## config.mk

```make
export PLATFORM = sky130hd
export DESIGN_NAME = irr_unit
export DESIGN_NICKNAME = d
export VERILOG_FILES = /design/src/rtl/pic_pkg.sv /design/src/rtl/irq_sync.sv /design/src/rtl/irr_unit.sv
export SDC_FILE = /design/constraint.sdc
export NUM_CORES = 1
export LEC_CHECK = 0
export BUFFER_PORTS_ARGS = -buffer_cell sky130_fd_sc_hd__buf_2
export CORE_MARGIN = 1.5
export CORE_UTILIZATION = 45
export CTS_CLUSTER_DIAMETER = 80
export DETAILED_ROUTE_END_ITERATION = 8
export HOLD_SLACK_MARGIN = 0.12
export PLACE_DENSITY = 0.78
export SLEW_MARGIN = 20
export SYNTH_ARGS = -nofsm -noshare
export SYNTH_HDL_FRONTEND = slang
export SYNTH_SLANG_ARGS = --single-unit
```

## constraint.sdc

```tcl
create_clock -name clk -period 1.6 [get_ports clk]
set_input_delay 0 -clock clk [delete_from_list [all_inputs] [get_ports clk]]
set_output_delay 0 -clock clk [all_outputs]
set_load 0.01 [all_outputs]
```

## src/rtl/pic_pkg.sv

```systemverilog
// Constants and helpers that the PIC blocks share.
package pic_pkg;

    localparam logic TRIG_EDGE  = 1'b0;
    localparam logic TRIG_LEVEL = 1'b1;
    localparam int   MAX_IRQ    = 32;

    // Index width for n channels. Never narrower than one bit.
    function automatic int idx_w(input int n);
        return (n <= 2) ? 1 : $clog2(n);
    endfunction

endpackage

```

## src/rtl/irq_sync.sv

```systemverilog
// A WIDTH-wide, STAGES-deep flop chain that brings asynchronous request lines into clk.
module irq_sync #(
    parameter int WIDTH  = 8,
    parameter int STAGES = 2
) (
    input  logic             clk,
    input  logic             reset,
    input  logic [WIDTH-1:0] ir_i,
    output logic [WIDTH-1:0] sync_o
);

    logic [STAGES-1:0][WIDTH-1:0] stage_q;

    // NOTE: sequential state uses non-blocking assignments. Each stage then
    // samples its neighbour's value from before the edge, which builds a real shift chain.
    always_ff @(posedge clk or posedge reset) begin
        if (reset) begin
            stage_q <= '0;
        end else begin
            stage_q[0] <= ir_i;
            for (int s = 1; s < STAGES; s++) begin
                stage_q[s] <= stage_q[s-1];
            end
        end
    end

    assign sync_o = stage_q[STAGES-1];

endmodule

```

## src/rtl/irr_unit.sv

```systemverilog
// Interrupt request register: synchronises the IR lines, latches edge- or level-mode requests,
// and presents the highest-priority unmasked, unblocked request to the control logic.
module irr_unit
    import pic_pkg::*;
#(
    parameter  int NUM_IRQ     = 8,
    parameter  int SYNC_STAGES = 2,
    localparam int ID_W        = idx_w(NUM_IRQ)
) (
    input  logic               clk,
    input  logic               reset,
    input  logic [NUM_IRQ-1:0] ir_in,
    input  logic               ltim,
    input  logic [NUM_IRQ-1:0] imr,
    input  logic [NUM_IRQ-1:0] isr,
    input  logic               ack_valid,
    input  logic [ID_W-1:0]    ack_id,
    output logic [NUM_IRQ-1:0] irr,
    output logic               int_req,
    output logic [ID_W-1:0]    req_id
);

    logic [NUM_IRQ-1:0] sync;
    logic [NUM_IRQ-1:0] prev_q;
    logic [NUM_IRQ-1:0] rise;
    logic [NUM_IRQ-1:0] clr;
    logic [NUM_IRQ-1:0] cand;
    logic [NUM_IRQ-1:0] irr_q, irr_d;
    logic               ltim_q;
    logic               int_req_q, int_req_d;
    logic [ID_W-1:0]    req_id_q, req_id_d;
    logic               ack_in_range;
    logic               blocked;

    irq_sync #(
        .WIDTH  (NUM_IRQ),
        .STAGES (SYNC_STAGES)
    ) u_sync (
        .clk    (clk),
        .reset  (reset),
        .ir_i   (ir_in),
        .sync_o (sync)
    );

    // An out-of-range ack is only possible when the index field holds codes with no channel.
    if ((1 << ID_W) > NUM_IRQ) begin : g_ack_range
        assign ack_in_range = (ack_id < ID_W'(NUM_IRQ));
    end else begin : g_ack_full
        assign ack_in_range = 1'b1;
    end

    // NOTE: every signal that always_comb drives gets a default value first. Any
    // path that leaves a signal unassigned would otherwise infer a latch.
    always_comb begin
        rise = sync & ~prev_q;
        clr  = '0;
        for (int i = 0; i < NUM_IRQ; i++) begin
            clr[i] = ack_valid & ack_in_range & (ack_id == ID_W'(i));
        end

        irr_d = irr_q;
        if (ltim != ltim_q) begin
            irr_d = '0;
        end else if (ltim_q == TRIG_LEVEL) begin
            irr_d = sync & ~imr;
        end else begin
            // The set term is applied after the clear term, so a new edge wins over a same-cycle ack.
            irr_d = (irr_q & ~clr) | (rise & ~imr);
        end
    end

    // NOTE: this loop uses blocking assignments on purpose. The isr blocking flag and the found
    // flag must carry from the lower channels to the higher ones within one evaluation.
    always_comb begin
        cand      = irr_q & ~imr;
        blocked   = 1'b0;
        int_req_d = 1'b0;
        req_id_d  = req_id_q;
        for (int i = 0; i < NUM_IRQ; i++) begin
            blocked = blocked | isr[i];
            if (cand[i] && !blocked && !int_req_d) begin
                int_req_d = 1'b1;
                req_id_d  = ID_W'(i);
            end
        end
    end

    always_ff @(posedge clk or posedge reset) begin
        if (reset) begin
            prev_q    <= '0;
            ltim_q    <= TRIG_EDGE;
            irr_q     <= '0;
            int_req_q <= 1'b0;
            req_id_q  <= '0;
        end else begin
            prev_q    <= sync;
            ltim_q    <= ltim;
            irr_q     <= irr_d;
            int_req_q <= int_req_d;
            req_id_q  <= req_id_d;
        end
    end

    assign irr     = irr_q;
    assign int_req = int_req_q;
    assign req_id  = req_id_q;

endmodule

```

# [Yosys cells after proc, flatten, opt, wreduce, memory -nomap -nowiden]
# Cells that the tools add are included.
[classes] n_eq_ne=8 n_bitwise=24 reduce_logical=32 muxes=18
[ops] cell="8-bit bitwise AND" count=5
[ops] cell="3-bit 2-to-1 mux" count=8
[ops] cell="8-bit NOT" count=3
[ops] cell="8-bit 2-to-1 mux" count=2
[ops] cell="1-bit logical AND" count=15
[ops] cell="1-bit zero test" count=15
[ops] cell="3-bit equality test (second input constant)" count=4
[ops] cell="1-bit bitwise AND" count=8
[ops] cell="1-bit 2-to-1 mux" count=8
[ops] cell="8-bit bitwise OR" count=1
[ops] cell="8-bit nonzero test" count=1
[ops] cell="1-bit bitwise OR" count=7
[ops] cell="3-bit by 2-bit equality test with 1-bit output (second input constant)" count=2
[ops] cell="3-bit by 1-bit equality test with 1-bit output (second input constant)" count=1
[ops] cell="3-bit zero test" count=1
[ops] cell="1-bit inequality test" count=1
[totals] regBits=37 input_bits=31 output_inout_bits=12

# [Depth between registers and ports, before layout]
# Gate-level depths: netlist (run 1).
[logic_depth] word_depth=25 mapped_depth=5 ltp_nobuf=5

# [Hierarchy]
# A second synthesis (run 1) with hierarchy kept.
[hier_totals] hier_cells=127 area_unflattened_um2=1501.4
[by_module_without_submodules] mod="irr_unit" area_per_inst_um2=1037.2 cells_per_inst=102 seq_area_each_um2=525.5 n_inst=1
[by_module_without_submodules] mod="irq_sync" area_per_inst_um2=464.2 cells_per_inst=25 seq_area_each_um2=400.4 n_inst=1

# [Least setup slack after synthesis (run 1)]
# No wires, ideal clock.
[synth_path] path_type="register -> register" from="reg irr_q[6] (netlist: irr[6])" to="reg req_id_q[0] (netlist: req_id[0])" path_slack_ns=0.168 setup_time_ns=0.082 period_less_slack_ns=1.432 stages_incl_launch_ff=5 arrival_time_ns=1.350 cell_sequence="dfrtp_1 > nor2b_1 > or4_1 > a211o_1 > a31oi_1"
[synth_via] elab_chain_len=7 word_cells_on_any_way=9
[synth_rtl] item="from (decl)" line="irr_unit.sv:28" text="logic [NUM_IRQ-1:0] irr_q, irr_d;"
[synth_rtl] item="from (signal assigned)" line="irr_unit.sv:98" text="irr_q <= irr_d;"
[synth_rtl] item="8-bit bitwise AND *" line="irr_unit.sv:75" text="cand = irr_q & ~imr;"
[synth_rtl] item="1-bit logical AND * (2 in series)" line="irr_unit.sv:81" text="if (cand[i] && !blocked && !int_req_d) begin"
[synth_rtl] item="1-bit 2-to-1 mux" line="irr_unit.sv:81"
[synth_rtl] item="1-bit zero test" line="irr_unit.sv:81"
[synth_rtl] item="1-bit logical AND" line="irr_unit.sv:81"
[synth_rtl] item="8-bit nonzero test (no source line) or 3-bit 2-to-1 mux (tied branches)"
[synth_rtl] item="to (signal assigned)" line="irr_unit.sv:100" text="req_id_q <= req_id_d;"
[synth_rtl] item="to (decl)" line="irr_unit.sv:31" text="logic [ID_W-1:0] req_id_q, req_id_d;"
# Mark *: on every way between the ends. The rest lies on a longest branch, timed or not.
# A chain may end at the register's enable or synchronous reset.

# [Worst setup path after layout (run 1)]
[layout_path] from="reg irr_q[3] (netlist: irr[3])" to="reg req_id_q[0] (netlist: req_id[0])"
[layout_via] elab_chain_len=16 word_cells_on_any_way=21
[layout_rtl] item="8-bit bitwise AND *" line="irr_unit.sv:75"
[layout_rtl] item="1-bit logical AND * (2 in series)" line="irr_unit.sv:81"
[layout_rtl] item="1-bit 2-to-1 mux" line="irr_unit.sv:81"
[layout_rtl] item="1-bit zero test" line="irr_unit.sv:81"
[layout_rtl] item="1-bit logical AND" line="irr_unit.sv:81"
[layout_rtl] item="1-bit 2-to-1 mux" line="irr_unit.sv:81"
[layout_rtl] item="1-bit zero test" line="irr_unit.sv:81"
[layout_rtl] item="1-bit logical AND" line="irr_unit.sv:81"
[layout_rtl] item="1-bit 2-to-1 mux" line="irr_unit.sv:81"
[layout_rtl] item="1-bit zero test" line="irr_unit.sv:81"
[layout_rtl] item="1-bit logical AND" line="irr_unit.sv:81"
[layout_rtl] item="1-bit 2-to-1 mux" line="irr_unit.sv:81"
[layout_rtl] item="1-bit zero test" line="irr_unit.sv:81"
[layout_rtl] item="1-bit logical AND" line="irr_unit.sv:81"
[layout_rtl] item="8-bit nonzero test (no source line) or 3-bit 2-to-1 mux (tied branches)"
# Marks and branches as above.

==> impl_results.md, run 1 <==
- Min setup slack post-route: -0.0251 ns
- Pins Over Slew Limit: 0
- Worst reg-to-reg path cell count: 5
- Hold EP: req_id[0]$_DFFE_PP0P_
- Cells after Synth: 118
- I/O pin count: 43
- Worst Tran Pin Value: 0.503 ns
- R2r setup slk: -0.03 ns
- CTS tree: yes
- Detailed Place HPWL: 2160 um
- Crit path cell chain: nor3b_1, nor4b_1, o21ai_0, mux2_2, a31oi_1
- CTS sink cnt: 37
- HP Class: input pin to register
- TritonCTS buffer count: 5
- Setup TNS: -0.0251 ns
- Synth cell types: 30
- Share of post-route cells with drive strength above 1: 0.288
- Relative slew slack: 0.663
- Seq/Total Area, Yosys: 0.666
- Critical path's slowest cell: dfrtp_1
- Max Cap Viol: 0
- Critical R2R Launch: irr[3]$_DFF_PP0_
- Initial antenna violation count: 0
- Async set-reset flop share out of synthesis: 1.00
- Failing checks: negative setup slack
- DR iter-0 viols: 44
- Full die area: 3430 sq um
- DRT Pass-1 Iters: 4
- Most used DFF post-synth: dfrtp_1
- Standard-cell rows: 19
- Critical path type: register to register
- Final worst path period share: 1.02
- Status: complete, but fails checks
- WHS Path Cells: 5
- Yosys warns: 0
- Final Wtd Congestion: 0.993
- Routed wire length: 3310 um
- Clock Pin Slew Worst Setup and Hold Paths: 0.10 ns
- Syn Std Cell Area: 1390 sq um
- Worst vdd ir: 0.701 mV
- Die Y: 58.6 um
- Clock Latency Late Sink: 0.34 ns
- Setup crit end kind: register
- Most common cell in the netlist: dfrtp_1
- CTS max path bufs: 2
- Leak: 0.000966 uW
- CP peak stage delay: 0.37 ns
- Skew final: 0.00984 ns
- Worst Path Required: 1.87 ns
- Final min period: 1.63 ns
- Layout Area Growth over Synthesis: 45.0%
- Wire length per cell: 14.4 um
- Final setup fails: 1
- Share of the synthesized area in the top cell type: 0.666
- Total grt overflow: 0
- Largest net degree at the start of global routing: 38
- Port bufs: 42
- Final hold vios: 0
- First-pass GRT wire length: 5290 um
- Flops & latches, synth: 37
- Hold Startpoint: isr[1]
- Routed Antenna Nets: 0
- DRC Markers: 0
- Area leader, netlist: dfrtp_1
- Peak Freq: 615 MHz
- Nets@finish: 229
- RR Endpoint: req_id[0]$_DFFE_PP0P_
- Worst setup SP type: register
- Ant. Diodes: 0
- Avg Cell Area, Syn: 11.8 sq um
- All-Layer GR Usage: 0.213
- H-Tree Depth: 2
- Vias per Instance: 5.19
- Starting Density: 0.487
- Max Fanout on Critical Path: 3
- Layout Utilization: 0.707
- Core Box Area: 2850 sq um
- Root Driver: clkbuf_4
- Commonest cells in the synthesized netlist: 37 x dfrtp_1, 11 x nand2_1, 10 x nand3_1
- WP data arrival: 1.89 ns
- Final hold slack: 0.139 ns
- Area contributors post-synth: dfrtp_1 67%, nand3b_1 3.8%, nand3_1 3.6%
- Number of synthesized flops with an enable pin: 0
- Vias in the first global route: 1192
- Cell Pwr Density: 864 nW/um^2
- Routed vias: 1188
- Mapped Nets: 149
- Die X: 58.6 um
==> worst max-delay path, delay by kind of cell, from the launching register on <==
family / cells / cell delay (ns)
mux: 1 / 0.29
flops: 1 / 0.37
compound gates: 2 / 0.33
simple gates: 2 / 0.57
==> cell usage in the layout, fill, tap and decap left out <==
master / n
mux2_2: 1
clkbuf_4: 5
or2_2: 1
dfrtp_1: 37
nor2_1: 8
o21a_2: 1
o21a_1: 1
clkbuf_8: 1
o21ai_1: 2
a31oi_1: 1
buf_4: 1
and3_2: 1
nand2b_1: 4
nand2b_2: 1
a211o_1: 1
nor2b_2: 1
nor4_1: 1
o21bai_1: 1
dlygate4sd3_1: 31
a21oi_1: 2
a32o_1: 1
nand3_1: 10
inv_1: 1
clkbuf_1: 1
nor3b_1: 2
o22ai_1: 1
nor2b_1: 7
nand3b_1: 7
or4_1: 1
o21ba_2: 1
nand2_1: 11
nor4b_1: 1
nor3_2: 1
buf_2: 42
o21ai_0: 8
nand4_1: 1
==> flip-flops by register name, indices dropped and copies added, names as in the netlist <==
name / cells
int_req: 1
irr: 8
ltim_q: 1
prev_q: 8
req_id: 3
u_sync.stage_q: 8
u_sync.sync_o: 8
==> cells by family after synthesis <==
kind of cell,count (synthesis),share of synthesized area
DFF,37,0.666
and+or+nand+nor,58,0.230
AOI/OAI and AO/OA,20,0.0900
muxes,1,0.00810
buffers and inverters,2,0.00540
==> cell type report <==
type	count	area (sq um)
clock buffers	7	55.1
repair buffers	74	528
multi-input cells	79	464
inverters	1	3.75
well taps	31	38.8
fillers	222	837
flip-flops and latches	37	926
==> metrics by stage <==
| step | instance area [sq um] | worst slack (ns) | total power, uW | cells |
|---|---|---|---|---|
| CTS | 2010 | 0.0692 | 1760 | 229 |
| floorplan | 1390 | 0.168 | 1120 | 118 |
| finish | 2020 | -0.0251 | 1740 | 229 |
| global route | 2020 | -0.100 | 1830 | 229 |
| global placement | 1640 | 0.184 | 1210 | 191 |
| detailed placement | 1640 | 0.136 | 1220 | 191 |
==> how the worst max path moves through the flow <==
stage	from	to	slack, ns	depth (start not counted)
final	irr[3]$_DFF_PP0_	req_id[0]$_DFFE_PP0P_	-0.03	5
after floorplan	irr[6]$_DFF_PP0_	req_id[0]$_DFFE_PP0P_	0.17	4
after detailed placement	irr[6]$_DFF_PP0_	req_id[0]$_DFFE_PP0P_	0.14	4
after global routing	irr[3]$_DFF_PP0_	req_id[0]$_DFFE_PP0P_	-0.10	5
after global placement	irr[6]$_DFF_PP0_	req_id[0]$_DFFE_PP0P_	0.18	4
after CTS	isr[0]	req_id[1]$_DFFE_PP0P_	0.07	6
==> power by group <==
part           internal, uW  switching [uW]  leakage, uW
clock                   207             273    0.0000314
sequential              991            27.0     0.000453
combinational           129             114     0.000481
==> what timing repair did <==
item / CTS / global route
setup endpoints to repair: 0 / 5
hold buffers: 31 / 0
gates resized for setup: 0 / 2
setup buffers: 0 / 0
hold endpoints to repair: 58 / 0
==> per-layer routing <==
layer  vias up  wire [um]  track usage
met5         -          0            0
met2        48       1640        0.356
met3        11        210       0.0615
met1       556       1350        0.254
li1        573          -            -
met4         0        107        0.101
Note: power is estimated with default switching activity, not from simulation.
==> run 2: changes to the inputs <==
- ABC_AREA: not set -> 1
- PLACE_DENSITY: 0.78 -> 0.76
==> impl_results.md, run 2 <==
- Status: finished, final reports clean
- Die X: 61.9 um (+5.7%)
- Initial antenna violation count: 0 (unchanged)
- All-Layer GR Usage: 0.202 (-0.0109)
- Final hold slack: 0.156 ns (+0.0165 ns)
- Final min period: 1.48 ns (-0.146 ns)
- Root Driver: clkbuf_4
- Core Box Area: 3340 sq um (+17%)
- Avg Cell Area, Syn: 9.76 sq um (-17%)
- RR Endpoint: req_id[2]$_DFFE_PP0P_
- Max Cap Viol: 0 (unchanged)
- CTS max path bufs: 2 (unchanged)
- Port bufs: 42 (unchanged)
- Area leader, netlist: dfrtp_1
- Worst Tran Pin Value: 0.460 ns (-0.0432 ns)
- Worst Path Required: 1.88 ns (about the same)
- Worst reg-to-reg path cell count: 5 (unchanged)
- Full die area: 3830 sq um (+12%)
- Detailed Place HPWL: 2180 um (+0.75%)
- Routed wire length: 3330 um (+0.82%)
- Syn Std Cell Area: 1560 sq um (+12%)
- Total grt overflow: 0 (unchanged)
- Synth cell types: 22 (-27%)
- Mapped Nets: 191 (+28%)
- Vias per Instance: 4.72 (-9.0%)
- Critical Path End: req_id[2]$_DFFE_PP0P_
- Peak Freq: 676 MHz (+9.9%)
- DR iter-0 viols: 45 (+2.3%)
- Area contributors post-synth: dfrtp_1 59%, nand2_1 7.2%, nand3_1 6.1%
- R2r setup slk: 0.18 ns (+0.21 ns)
- Layout Utilization: 0.646 (-0.0605)
- Wire length per cell: 11.8 um (-18%)
- Commonest non-fill, non-tap cell in the layout: buf_2
- First-pass GRT wire length: 5290 um (+0.13%)
- Routed vias: 1336 (+12%)
- Min setup slack post-route: 0.121 ns (+0.146 ns)
- Place WS: 0.351 ns (+0.215 ns)
- Worst setup SP type: input pin
- WP data arrival: 1.76 ns (-0.13 ns)
- Cells after Synth: 160 (+36%)
- Cell Pwr Density: 827 nW/um^2 (-4.4%)
- Ant. Diodes: 0 (unchanged)
- Starting Density: 0.468 (-0.0193)
- Layout Area Growth over Synthesis: 38.1%
- Final setup fails: 0 (-1)
- Nets@finish: 267 (+17%)
- Setup crit end kind: register
- Worst setup startpoint: isr[5]
- Yosys warns: 0 (unchanged)
- CTS tree: yes
- I/O pin count: 43 (unchanged)
- Leak: 0.00113 uW (+17%)
- RSZ-0062 raised after global routing: no
- Final worst path period share: 0.924 (-0.0913)
- Most common cell in the netlist: dfrtp_1
- TritonCTS buffer count: 5 (unchanged)
- Flops & latches, synth: 37 (unchanged)
- Die Y: 61.9 um (+5.7%)
- Clock Latency Late Sink: 0.34 ns (about the same)
- DRT Pass-1 Iters: 4 (unchanged)
- Pins Over Slew Limit: 0 (unchanged)
- Routed Antenna Nets: 0 (unchanged)
- CTS sink cnt: 37 (unchanged)
- Skew final: 0.00540 ns (-0.00444 ns)
- DRC Markers: 0 (unchanged)
- Critical R2R Launch: irr[7]$_DFF_PP0_
- Worst vdd ir: 0.609 mV (-13%)
- HP Class: input pin to register
- H-Tree Depth: 2 (unchanged)
- Largest net degree at the start of global routing: 38 (unchanged)
- Share of post-route cells with drive strength above 1: 0.266 (-0.0221)
- Commonest cells in the synthesized netlist: 37 x dfrtp_1, 30 x nand2_1, 24 x inv_1
- Number of synthesized flops with an enable pin: 0 (unchanged)
- Share of the synthesized area in the top cell type: 0.593 (-0.0731)
- Relative slew slack: 0.693 (+0.0297)
- Final hold vios: 0 (unchanged)
- Clock Pin Slew Worst Setup and Hold Paths: 0.10 ns (about the same)
- Critical path type: input pin to register
- Commonest cells after routing, fill and taps aside: 42 x buf_2, 37 x dfrtp_1, 30 x nand2_1
- # resized after CTS: 0 (unchanged)
- Vias in the first global route: 1281 (+7.5%)
- Seq/Total Area, Yosys: 0.593 (-0.0731)
- Async set-reset flop share out of synthesis: 1.00 (unchanged)
- Setup TNS: 0 ns (+0.0251 ns)
- Final Wtd Congestion: 0.914 (-7.9%)
- Most used DFF post-synth: dfrtp_1
- FILL cells: 286 (+29%)
- Standard-cell rows: 21 (+2)
- Max Fanout on Critical Path: 4 (+1)
==> run 2: changes by cell type in the layout (fill, tap and decap cells not counted), sizes merged, moves of 5 or more <==
cell         change
dlygate4sd3      -5
nand2           +20
nor2b            -8
a21oi            +9
nand3           +12
o21ai            -9
nor2            +12
nand2b           -5
inv             +23
==> run 2: cell type report <==
| cell class | count | area (sq um) | share of cell area |
|---|---|---|---|
| clock buffers | 6 | 41.3 | 0.0192 |
| clock inverters | 2 | 15.0 | 0.00696 |
| inverters | 25 | 95.1 | 0.0441 |
| multi-input cells | 97 | 536 | 0.248 |
| flip-flops and latches | 37 | 926 | 0.429 |
| well taps | 46 | 57.6 | 0.0267 |
| repair buffers | 70 | 485 | 0.225 |
==> run 2: worst min path at each step <==
stage | cells after the start | slack (ns) | end | from
2_1_floorplan | 0 | 0.03 | ltim_q$_DFF_PP0_ | ltim
3_3_place_gp | 1 | 0.11 | u_sync.stage_q[5]$_DFF_PP0_ | ir_in[5]
3_5_place_dp | 1 | 0.11 | u_sync.stage_q[7]$_DFF_PP0_ | ir_in[7]
4_1_cts | 6 | 0.14 | int_req$_DFF_PP0_ | isr[1]
5_1_grt | 6 | 0.16 | int_req$_DFF_PP0_ | isr[1]
6_report | 6 | 0.16 | int_req$_DFF_PP0_ | isr[1]
==> run 2: worst max-delay path, stage by stage <==
cell,delay (ns)
dlygate4sd3_1,0.53
buf_2,0.15
nor2_8,0.16
nand2_1,0.07
nor3_1,0.13
dlygate4sd3_1,0.57
nand3_1,0.07
nand3_1,0.08
==> run 2: stage by stage <==
stage	cells	total power (uW)	instance area [sq um]
floorplan	160	1170	1560
finish	283	1780	2160
global route	283	1890	2160
CTS	283	1800	2160
global placement	249	1270	1840
detailed placement	249	1280	1840
==> run 2: where the power goes <==
part	internal (uW)	total [uW]	switching, uW
combinational	132	279	147
sequential	997	1030	29.5
clock	172	476	304
total	1300	1780	481
==> run 2: timing repair <==
action / 4_1_cts / 5_1_grt
hold endpoints to repair: 58 / 0
hold buffers: 26 / 0
setup buffers: 0 / 0
==> run 2: cells by family after synthesis <==
logic type | count (synthesis) | synth area share
and+or+nand+nor | 82 | 0.288
xor gates and xnor gates | 1 | 0.00561
DFF | 37 | 0.593
buffers and inverters | 26 | 0.0641
AOI/OAI and AO/OA | 14 | 0.0489
==> run 2: routing by layer <==
layer / global-route usage / wire, um
met2: 0.337 / 1610
met5: 0 / 0
met3: 0.0621 / 182
met4: 0.137 / 125
met1: 0.221 / 1420
